[config.mk]
export PLATFORM = sky130hd
export DESIGN_NAME = n64adv2_rst_arbiter
export DESIGN_NICKNAME = d
export VERILOG_FILES = /design/src/rtl/n64adv2_rst_arbiter.sv
export SDC_FILE = /design/constraint.sdc
export NUM_CORES = 1
export LEC_CHECK = 0
export ABC_AREA = 1
export BUFFER_PORTS_ARGS = -buffer_cell sky130_fd_sc_hd__buf_4
export CAP_MARGIN = 10
export CORE_MARGIN = 2
export CORE_UTILIZATION = 40
export CTS_BUF_LIST = sky130_fd_sc_hd__clkbuf_16
export DETAILED_ROUTE_END_ITERATION = 6
export PLACE_DENSITY = 0.64
export SYNTH_ARGS = -nofsm -noshare
export SYNTH_HDL_FRONTEND = slang
export SYNTH_SLANG_ARGS = --single-unit
[constraint.sdc]
create_clock -name CTRL_CLK -period 2 [get_ports CTRL_CLK]
set_input_delay 0.3 -clock CTRL_CLK [delete_from_list [all_inputs] [get_ports CTRL_CLK]]
set_output_delay 0.3 -clock CTRL_CLK [all_outputs]
set_load 0.01 [all_outputs]
[src/rtl/n64adv2_rst_arbiter.sv]
// ============================================================================
// Module   : n64adv2_rst_arbiter
// Purpose  : Arbitrates IGR/CPU console-reset requests and sequences N64_nRST
//            (qualify, drive, release, cooldown). Optional build macro
//            RST_ARB_EVENT_CNT_EN enables the saturating reset-event counter.
// Revision : 1.0 - initial release
// ============================================================================
`default_nettype none

module n64adv2_rst_arbiter #(
  parameter int unsigned          CNT_W           = 20,
  parameter logic [CNT_W-1:0]     HOLD_CYCLES     = CNT_W'(400000),
  parameter logic [CNT_W-1:0]     RST_CYCLES      = CNT_W'(20'hFFFFF),
  parameter logic [CNT_W-1:0]     RELEASE_TIMEOUT = CNT_W'(4000),
  parameter logic [CNT_W-1:0]     COOLDOWN_CYCLES = CNT_W'(40000)
) (
  input  logic       CTRL_CLK,
  input  logic       CTRL_RST,
  input  logic       igr_req_i,
  input  logic       cpu_req_i,
  input  logic [1:0] rst_mask_i,
  input  logic       rst_sense_i,
  output logic       drv_rst_o,
  output logic       rst_busy_o,
  output logic [1:0] rst_src_o,
  output logic       ext_rst_o,
  output logic       rst_fault_o,
  output logic [7:0] rst_evt_cnt_o
);

  typedef enum logic [2:0] {
    IDLE     = 3'd0,
    QUALIFY  = 3'd1,
    ASSERT   = 3'd2,
    RELEASE  = 3'd3,
    COOLDOWN = 3'd4
  } state_t;

  localparam logic [CNT_W-1:0] HOLD_LAST = HOLD_CYCLES     - CNT_W'(1);
  localparam logic [CNT_W-1:0] RST_LAST  = RST_CYCLES      - CNT_W'(1);
  localparam logic [CNT_W-1:0] TO_LAST   = RELEASE_TIMEOUT - CNT_W'(1);
  localparam logic [CNT_W-1:0] CD_LAST   = COOLDOWN_CYCLES - CNT_W'(1);

  localparam logic [1:0] SRC_IGR = 2'b01;
  localparam logic [1:0] SRC_CPU = 2'b10;

  state_t           state_q, state_d;
  logic [CNT_W-1:0] cnt_q, cnt_d;
  logic             drv_q, drv_d;
  logic             busy_q, busy_d;
  logic [1:0]       src_q, src_d;
  logic             ext_q, ext_d;
  logic             fault_q, fault_d;
  logic             igr_v, cpu_v;

  assign igr_v = igr_req_i & ~rst_mask_i[0] & ~ext_q;
  assign cpu_v = cpu_req_i & ~rst_mask_i[1] & ~ext_q;

  // Console button reset: pad low while we are neither driving nor waiting for it to rise.
  assign ext_d  = ~rst_sense_i & ~drv_q & (state_q != RELEASE);
  assign busy_d = (state_d != IDLE);

  always_comb begin
    state_d = state_q;
    cnt_d   = cnt_q + CNT_W'(1);
    drv_d   = drv_q;
    src_d   = src_q;
    fault_d = fault_q;
    case (state_q)
      IDLE: begin
        cnt_d = '0;
        if (cpu_v) begin
          state_d = ASSERT;
          src_d   = SRC_CPU;
          drv_d   = 1'b1;
        end else if (igr_v) begin
          state_d = QUALIFY;
        end
      end
      QUALIFY: begin
        if (cpu_v) begin
          state_d = ASSERT;
          src_d   = SRC_CPU;
          drv_d   = 1'b1;
          cnt_d   = '0;
        end else if (!igr_v) begin
          state_d = IDLE;
          cnt_d   = '0;
        end else if (cnt_q == HOLD_LAST) begin
          state_d = ASSERT;
          src_d   = SRC_IGR;
          drv_d   = 1'b1;
          cnt_d   = '0;
        end
      end
      ASSERT: begin
        if (cnt_q == RST_LAST) begin
          state_d = RELEASE;
          drv_d   = 1'b0;
          cnt_d   = '0;
        end
      end
      RELEASE: begin
        if (rst_sense_i) begin
          state_d = COOLDOWN;
          cnt_d   = '0;
        end else if (cnt_q == TO_LAST) begin
          state_d = COOLDOWN;
          fault_d = 1'b1;
          cnt_d   = '0;
        end
      end
      COOLDOWN: begin
        // Counter parks on its last value so a held combo cannot wrap it.
        if (cnt_q == CD_LAST) begin
          cnt_d = cnt_q;
          if (!igr_req_i) begin
            state_d = IDLE;
            cnt_d   = '0;
          end
        end
      end
      default: begin
        state_d = IDLE;
        drv_d   = 1'b0;
        cnt_d   = '0;
      end
    endcase
  end

  always_ff @(posedge CTRL_CLK or posedge CTRL_RST) begin
    if (CTRL_RST) begin
      state_q <= IDLE;
      cnt_q   <= '0;
      drv_q   <= 1'b0;
      busy_q  <= 1'b0;
      src_q   <= 2'b00;
      ext_q   <= 1'b0;
      fault_q <= 1'b0;
    end else begin
      state_q <= state_d;
      cnt_q   <= cnt_d;
      drv_q   <= drv_d;
      busy_q  <= busy_d;
      src_q   <= src_d;
      ext_q   <= ext_d;
      fault_q <= fault_d;
    end
  end

  assign drv_rst_o   = drv_q;
  assign rst_busy_o  = busy_q;
  assign rst_src_o   = src_q;
  assign ext_rst_o   = ext_q;
  assign rst_fault_o = fault_q;

`ifdef RST_ARB_EVENT_CNT_EN
  logic [7:0] evt_cnt_q;
  logic       assert_entry;

  assign assert_entry = (state_d == ASSERT) && (state_q != ASSERT);

  always_ff @(posedge CTRL_CLK or posedge CTRL_RST) begin
    if (CTRL_RST) begin
      evt_cnt_q <= 8'h00;
    end else if (assert_entry && (evt_cnt_q != 8'hFF)) begin
      evt_cnt_q <= evt_cnt_q + 8'h01;
    end
  end

  assign rst_evt_cnt_o = evt_cnt_q;
`else
  assign rst_evt_cnt_o = 8'h00;
`endif

endmodule

`default_nettype wire
# Word-level counts from Yosys, hierarchy flattened

Index checks and enable logic that the tools add are counted.

Reductions and logical operators: 7
Bitwise operators: 12
Add/subtract/negate cells: 1
Equality and inequality tests: 14
Multiplexer cells: 31

Operators by type and width:

| cell                                                                     | count |
|---|---|
| 20-bit two-way mux                                                       | 8 |
| 20-bit case mux with 4 select lines                                      | 1 |
| 3-bit two-way mux                                                        | 10 |
| 20-bit by 1-bit adder with 20-bit output (second input constant)         | 1 |
| 20-bit by 12-bit == test with 1-bit output (second input constant)       | 1 |
| 20-bit by 16-bit == test with 1-bit output (second input constant)       | 1 |
| 20-bit by 19-bit == test with 1-bit output (second input constant)       | 1 |
| 20-bit == test (second input constant)                                   | 1 |
| 3-bit case mux with 5 select lines                                       | 1 |
| 3-bit inequality test (second input constant)                            | 3 |
| 2-bit two-way mux                                                        | 4 |
| 1-bit AND                                                                | 6 |
| 3-bit by 2-bit == test with 1-bit output (second input constant)         | 2 |
| 1-bit NOT                                                                | 6 |
| 1-bit two-way mux                                                        | 5 |
| 5-bit AND reduction                                                      | 1 |
| 2-bit inequality test (second input constant)                            | 2 |
| 1-bit case mux with 4 select lines                                       | 1 |
| 2-bit case mux with 2 select lines                                       | 1 |
| 4-bit AND reduction                                                      | 1 |
| 3-bit by 1-bit == test with 1-bit output (second input constant)         | 1 |
| 3-bit == test (second input constant)                                    | 1 |
| 3-bit logical NOT                                                        | 1 |
| 3-bit by 2-bit inequality test with 1-bit output (second input constant) | 1 |
| other kinds (4)                                                          | 4 |

Output and inout port bits: 14
Logic and storage cells: 72
Flip-flop bits (word level): 29
Input bits: 7

# Logic depth before layout (Yosys ltp)

Depth after elaboration: 7
Gate-level depth with buffers: 12
Gate-level depth less buffers: 12

# Least setup slack after synthesis

No wires, ideal clock.

Path type: flip-flop to flip-flop
Start: register cnt_q[1]
End: register cnt_q[15]
Cell stages (with the launch flop): 12
Library setup time: 0.126 ns
Setup slack: 0.359 ns
Data arrival time: 1.514 ns
Data required time: 1.874 ns
Period minus slack after synthesis: 1.641 ns
Buffers on the path: 1
Cell sequence: dfrtp_1 -> ha_1 -> inv_1 -> nor2_4 -> nand2_2 -> nor2_4 -> nand2_2 -> nand2_2 -> nand2_4 -> nor2_8 -> buf_12 -> a21oi_1

Cells in the longest elaborated chain, start to end: 5
Elaborated cells between the ends (all ways): 14
Those cells by class: add/sub: 1; eq/ne: 5; mux: 8

Ends and longest elaborated chain:

| what                                                                                                   | line   | RTL |
|---|---|---|
| start, declared                                                                                        | 48     | `logic [CNT_W-1:0] cnt_q, cnt_d;` |
| start signal, assigned                                                                                 | 142    | `cnt_q <= cnt_d;` |
| 20-bit by 1-bit adder with 20-bit output or 20-bit by 19-bit == test with 1-bit output (tied branches) | 65, 89 |  |
| 20-bit two-way mux                                                                                     | 89     | `end else if (cnt_q == HOLD_LAST) begin` |
| 20-bit two-way mux                                                                                     | 86     | `end else if (!igr_v) begin` |
| 20-bit two-way mux                                                                                     | 81     | `if (cpu_v) begin` |
| 20-bit case mux with 4 select lines                                                                    | 69     | `case (state_q)` |

Parallel ways exist; a longest one is shown, timed or not.
A chain may end at the register's enable or synchronous reset.

# Worst setup path after layout

Start: register cnt_q[0]
End: register cnt_q[13]

Same word-level chain as after synthesis.

==> run_results.csv <==
group,metric,value,unit
timing,hold_ws,0.103,ns
synth,yosysMostFrequentCell,"nand2_1",
finish,drive_gt1_share,19.1,%
placement,io_buffer_count,12,
routing,wl_per_cell,11.9,um
outcome,outcome,"finished, final reports clean",
synth,yosysUniqueCellTypes,31,
clock_tree,cts_made_buffers,5,
pwr,power.share.switching,34.8,%
die,die_area,0.00563,mm^2
finish,fin_util,49.2,%
global_route,grt_max_degree,30,
routing,drtIter0Drc,78,
finish,seq_area,726,um^2
synth,synth_top_family_by_area,"simple AND/OR/NAND/NOR gates",
worst_hold_path,hold_path.class,"primary input to asynchronous set/reset pin",
pwr,power.share.sequential,33.2,%
routing,via_per_inst,4.81,
setup_path,crit_buf_inv,1,
routing,drc_errors,0,
setup_path,worst_ep_required_time,2.15,ns
placement,dp.final_hpwl,3370,um
synth,mappedNetlistArea,0.00202,mm^2
pwr,p_int,0.00147,W
setup_path,worstSetupStartpointType,"register",
synth,yosys-top-cells-area,"dfrtp_1 (36%), nand2_1 (11%), nor2_1 (7.4%), inv_1 (7.3%), nand3_1 (5.5%)",
synth,netlist.area_leader.share,36.0,%
die,pin_count,21,
pwr,clkPwrFrac,30.2,%
global_route,grt.total_usage,17.4,%
setup_path,crit_chain,"ha_2, nand3_1, nor2_1, nand3_1, nand2_1, nand2_2, nor2_8, buf_12, a21oi_2",
pwr,switchingPower,0.000781,W
timing,fin_skew,0.00354,ns
die,die_x,75.0,um
synth,synthCells,277,
clock_tree,clockRootBuffer,"clkbuf_16",
clock_tree,htree_num_levels,2,
routing,dr.pass1.iters,4,
global_route,grt_pass1_wl,7290,um
placement,place_congestion,0.919,
synth,yosys.area_share.simple,36.2,%
placement,place_ws,0.163,ns
pwr,ir_worst_vdd,492,uV
die,die_y,75.0,um
timing,period_needed,1.86,ns
timing,postLayoutSetupSlackWorst,0.141,ns
finish,nNetsFinal,312,
synth,synth_commonest_cells,"nand2_1 (61), nor2_1 (40), inv_1 (39)",
timing,tns,0,ns
synth,muxShareOfSynthArea,0,%
setup_path,crit_slowest_cell,"dfrtp_1",
die,core_area,0.00479,mm^2
clock_tree,path_clk_slew,0.05,ns
pwr,pwr-share-comb,36.7,%
synth,synthFlopType,"dfrtp_1",
synth,synthAdderAreaFrac,1.24,%
synth,yosys_warnings,0,
clock_tree,insertion_delay,0.27,ns
setup_path,cp-end-kind,"register",
finish,area_delta_synth_final,16.8,%
die,fp-row-count,25,
routing,drtAntennaViolNets,0,
clock_tree,cts_tree,"built",
synth,yosys_register_bits,29,
routing,num_vias,1786,
setup_path,crit_top_cell,"nand3_1",
placement,dp_cells,360,
timing,fmax,538,MHz
die,start_util,42.1,%
timing,setup_viol,0,
timing,hold_violations,0,
setup_path,cpLargestDelayFamily,"simple AND/OR/NAND/NOR gates",
routing,drt-total-wl,4420,um
setup_path,max_stage_delay,0.40,ns
setup_path,cp-startpoint,"cnt_q[0]",
setup_path,critPathArrivalTime,2.01,ns
finish,fillers,484,
clock_tree,clockBufferDepth,2,
setup_path,crit_fanout,6,
synth,synth_xor_area_share,5.21,%
synth,synth-compound-area-share,8.81,%
timing,post-route-period-util,92.9,%
synth,yosys.area.top_type,"dfrtp_1",
finish,antennaDiodeCount,0,
setup_path,path_class,"register to register",
synth,synth_edf_count,0,
flow_run,max_cap_viol_count,0,
setup_path,r2r_start,"cnt_q[0]",
synth,yosysSeqAreaShare,36.0,%
finish,multi_input_area,0.00108,mm^2
global_route,antenna_found_initial,0,
pwr,powerDensity,953,mW/mm^2
global_route,first_global_vias,1608,
synth,synthArstFlopShare,100,%
clock_tree,cts.sinks,29,
pwr,p_leak,1.12,nW
timing,drv_slew,0,
synth,syn_avg_cell_area,7.28,um^2
finish,stdcell_count,371,
global_route,grt_overflow_total,0,
cell usage in the layout, fill, tap and decap left out:
cell type,netlist,layout
nand2_1,61,61
inv_1,39,42
nor2_1,40,40
dfrtp_1,29,29
nand3_1,22,22
buf_4,9,21
xor2_1,12,12
nand2_2,8,8
a21oi_2,8,8
conb_1,1,8
nor3_1,7,7
o21ai_0,7,7
nor2_2,5,5
a21oi_1,5,5
clkbuf_16,0,5
nor2_4,3,4
nand4_1,4,4
nand3b_1,2,2
nand4_2,1,1
nand2_4,1,1
nor2_8,1,1
o22ai_2,1,1
inv_2,1,1
nor3b_1,1,1
o21bai_1,1,1
o21a_1,1,1
o22ai_1,1,1
a21o_1,1,1
a31oi_1,1,1
ha_1,2,1
ha_2,0,1
buf_12,1,1
power groups by stage:
| stage | sequential [W] | clock (W) | combinational [W] |
|---|---|---|---|
| finish | 0.000745 | 0.000677 | 0.000824 |
| global route | 0.000757 | 0.000725 | 0.000922 |
| detailed placement | 0.000752 | 0 | 0.000751 |
| floorplan | 0.000757 | 0 | 0.000541 |
| CTS | 0.000743 | 0.000692 | 0.000757 |
| global placement | 0.000748 | 0 | 0.000743 |
final cells by class:
| class | instances | area share, % |
|---|---|---|
| sequential | 29 | 30.8 |
| tap | 67 | 3.56 |
| inverter | 40 | 6.37 |
| clock buffer | 5 | 5.31 |
| timing repair buffer | 22 | 7.54 |
| multi-input combinational | 205 | 45.9 |
| clock inverter | 3 | 0.478 |
cell families after synthesis:
logic type,Yosys count
and+or+nand+nor,156
adders and majority gates,2
DFF,29
buffers and inverters,51
xor gates and xnor gates,12
other,1
AOI/OAI and AO/OA,26
tightest hold or removal path: cells and delay by family:
| kind | cells | cell delay [ns] |
|---|---|---|
| buffers and inverters | 3 | 0.48 |
through the flow:
stage                     area (um^2)  total power [W]
after floorplan                  2040          0.00130
after global placement           2190          0.00149
after detailed placement         2190          0.00150
after CTS                        2330          0.00219
after global routing             2360          0.00240
final                            2360          0.00225
state kept, by name (all words and copies together) (netlist names):
register,flops
rst_busy_o,1
drv_rst_o,1
cnt_q,20
rst_fault_o,1
ext_rst_o,1
state_q,3
rst_src_o,2
metal layers:
metal | part of all wire, % | wire length [um] | track usage, %
met5 | 0 | 0 | 0
met4 | 2.1 | 93 | 7.74
met3 | 4.4 | 196 | 3.48
met2 | 46 | 2030 | 26.6
met1 | 47 | 2100 | 24.0
final timing paths:
check	end	slack [ns]	depth (start not counted)
worst min register to register	ext_rst_o	0.47	1
min in group CTRL_CLK	ext_rst_o	0.20	2
worst min-delay path	rst_busy_o	0.10	3
max in group asynchronous	cnt_q[0]	1.63	3
worst max-delay path	cnt_q[13]	0.14	9
worst max register to register	cnt_q[13]	0.14	9
timing repair:
action,4_1_cts,5_1_grt
buffers inserted,0,2
setup endpoints to repair,0,11
hold buffers,0,0
hold endpoints to repair,0,0
gates resized for setup,0,1
Note: power is estimated with default switching activity, not from simulation.
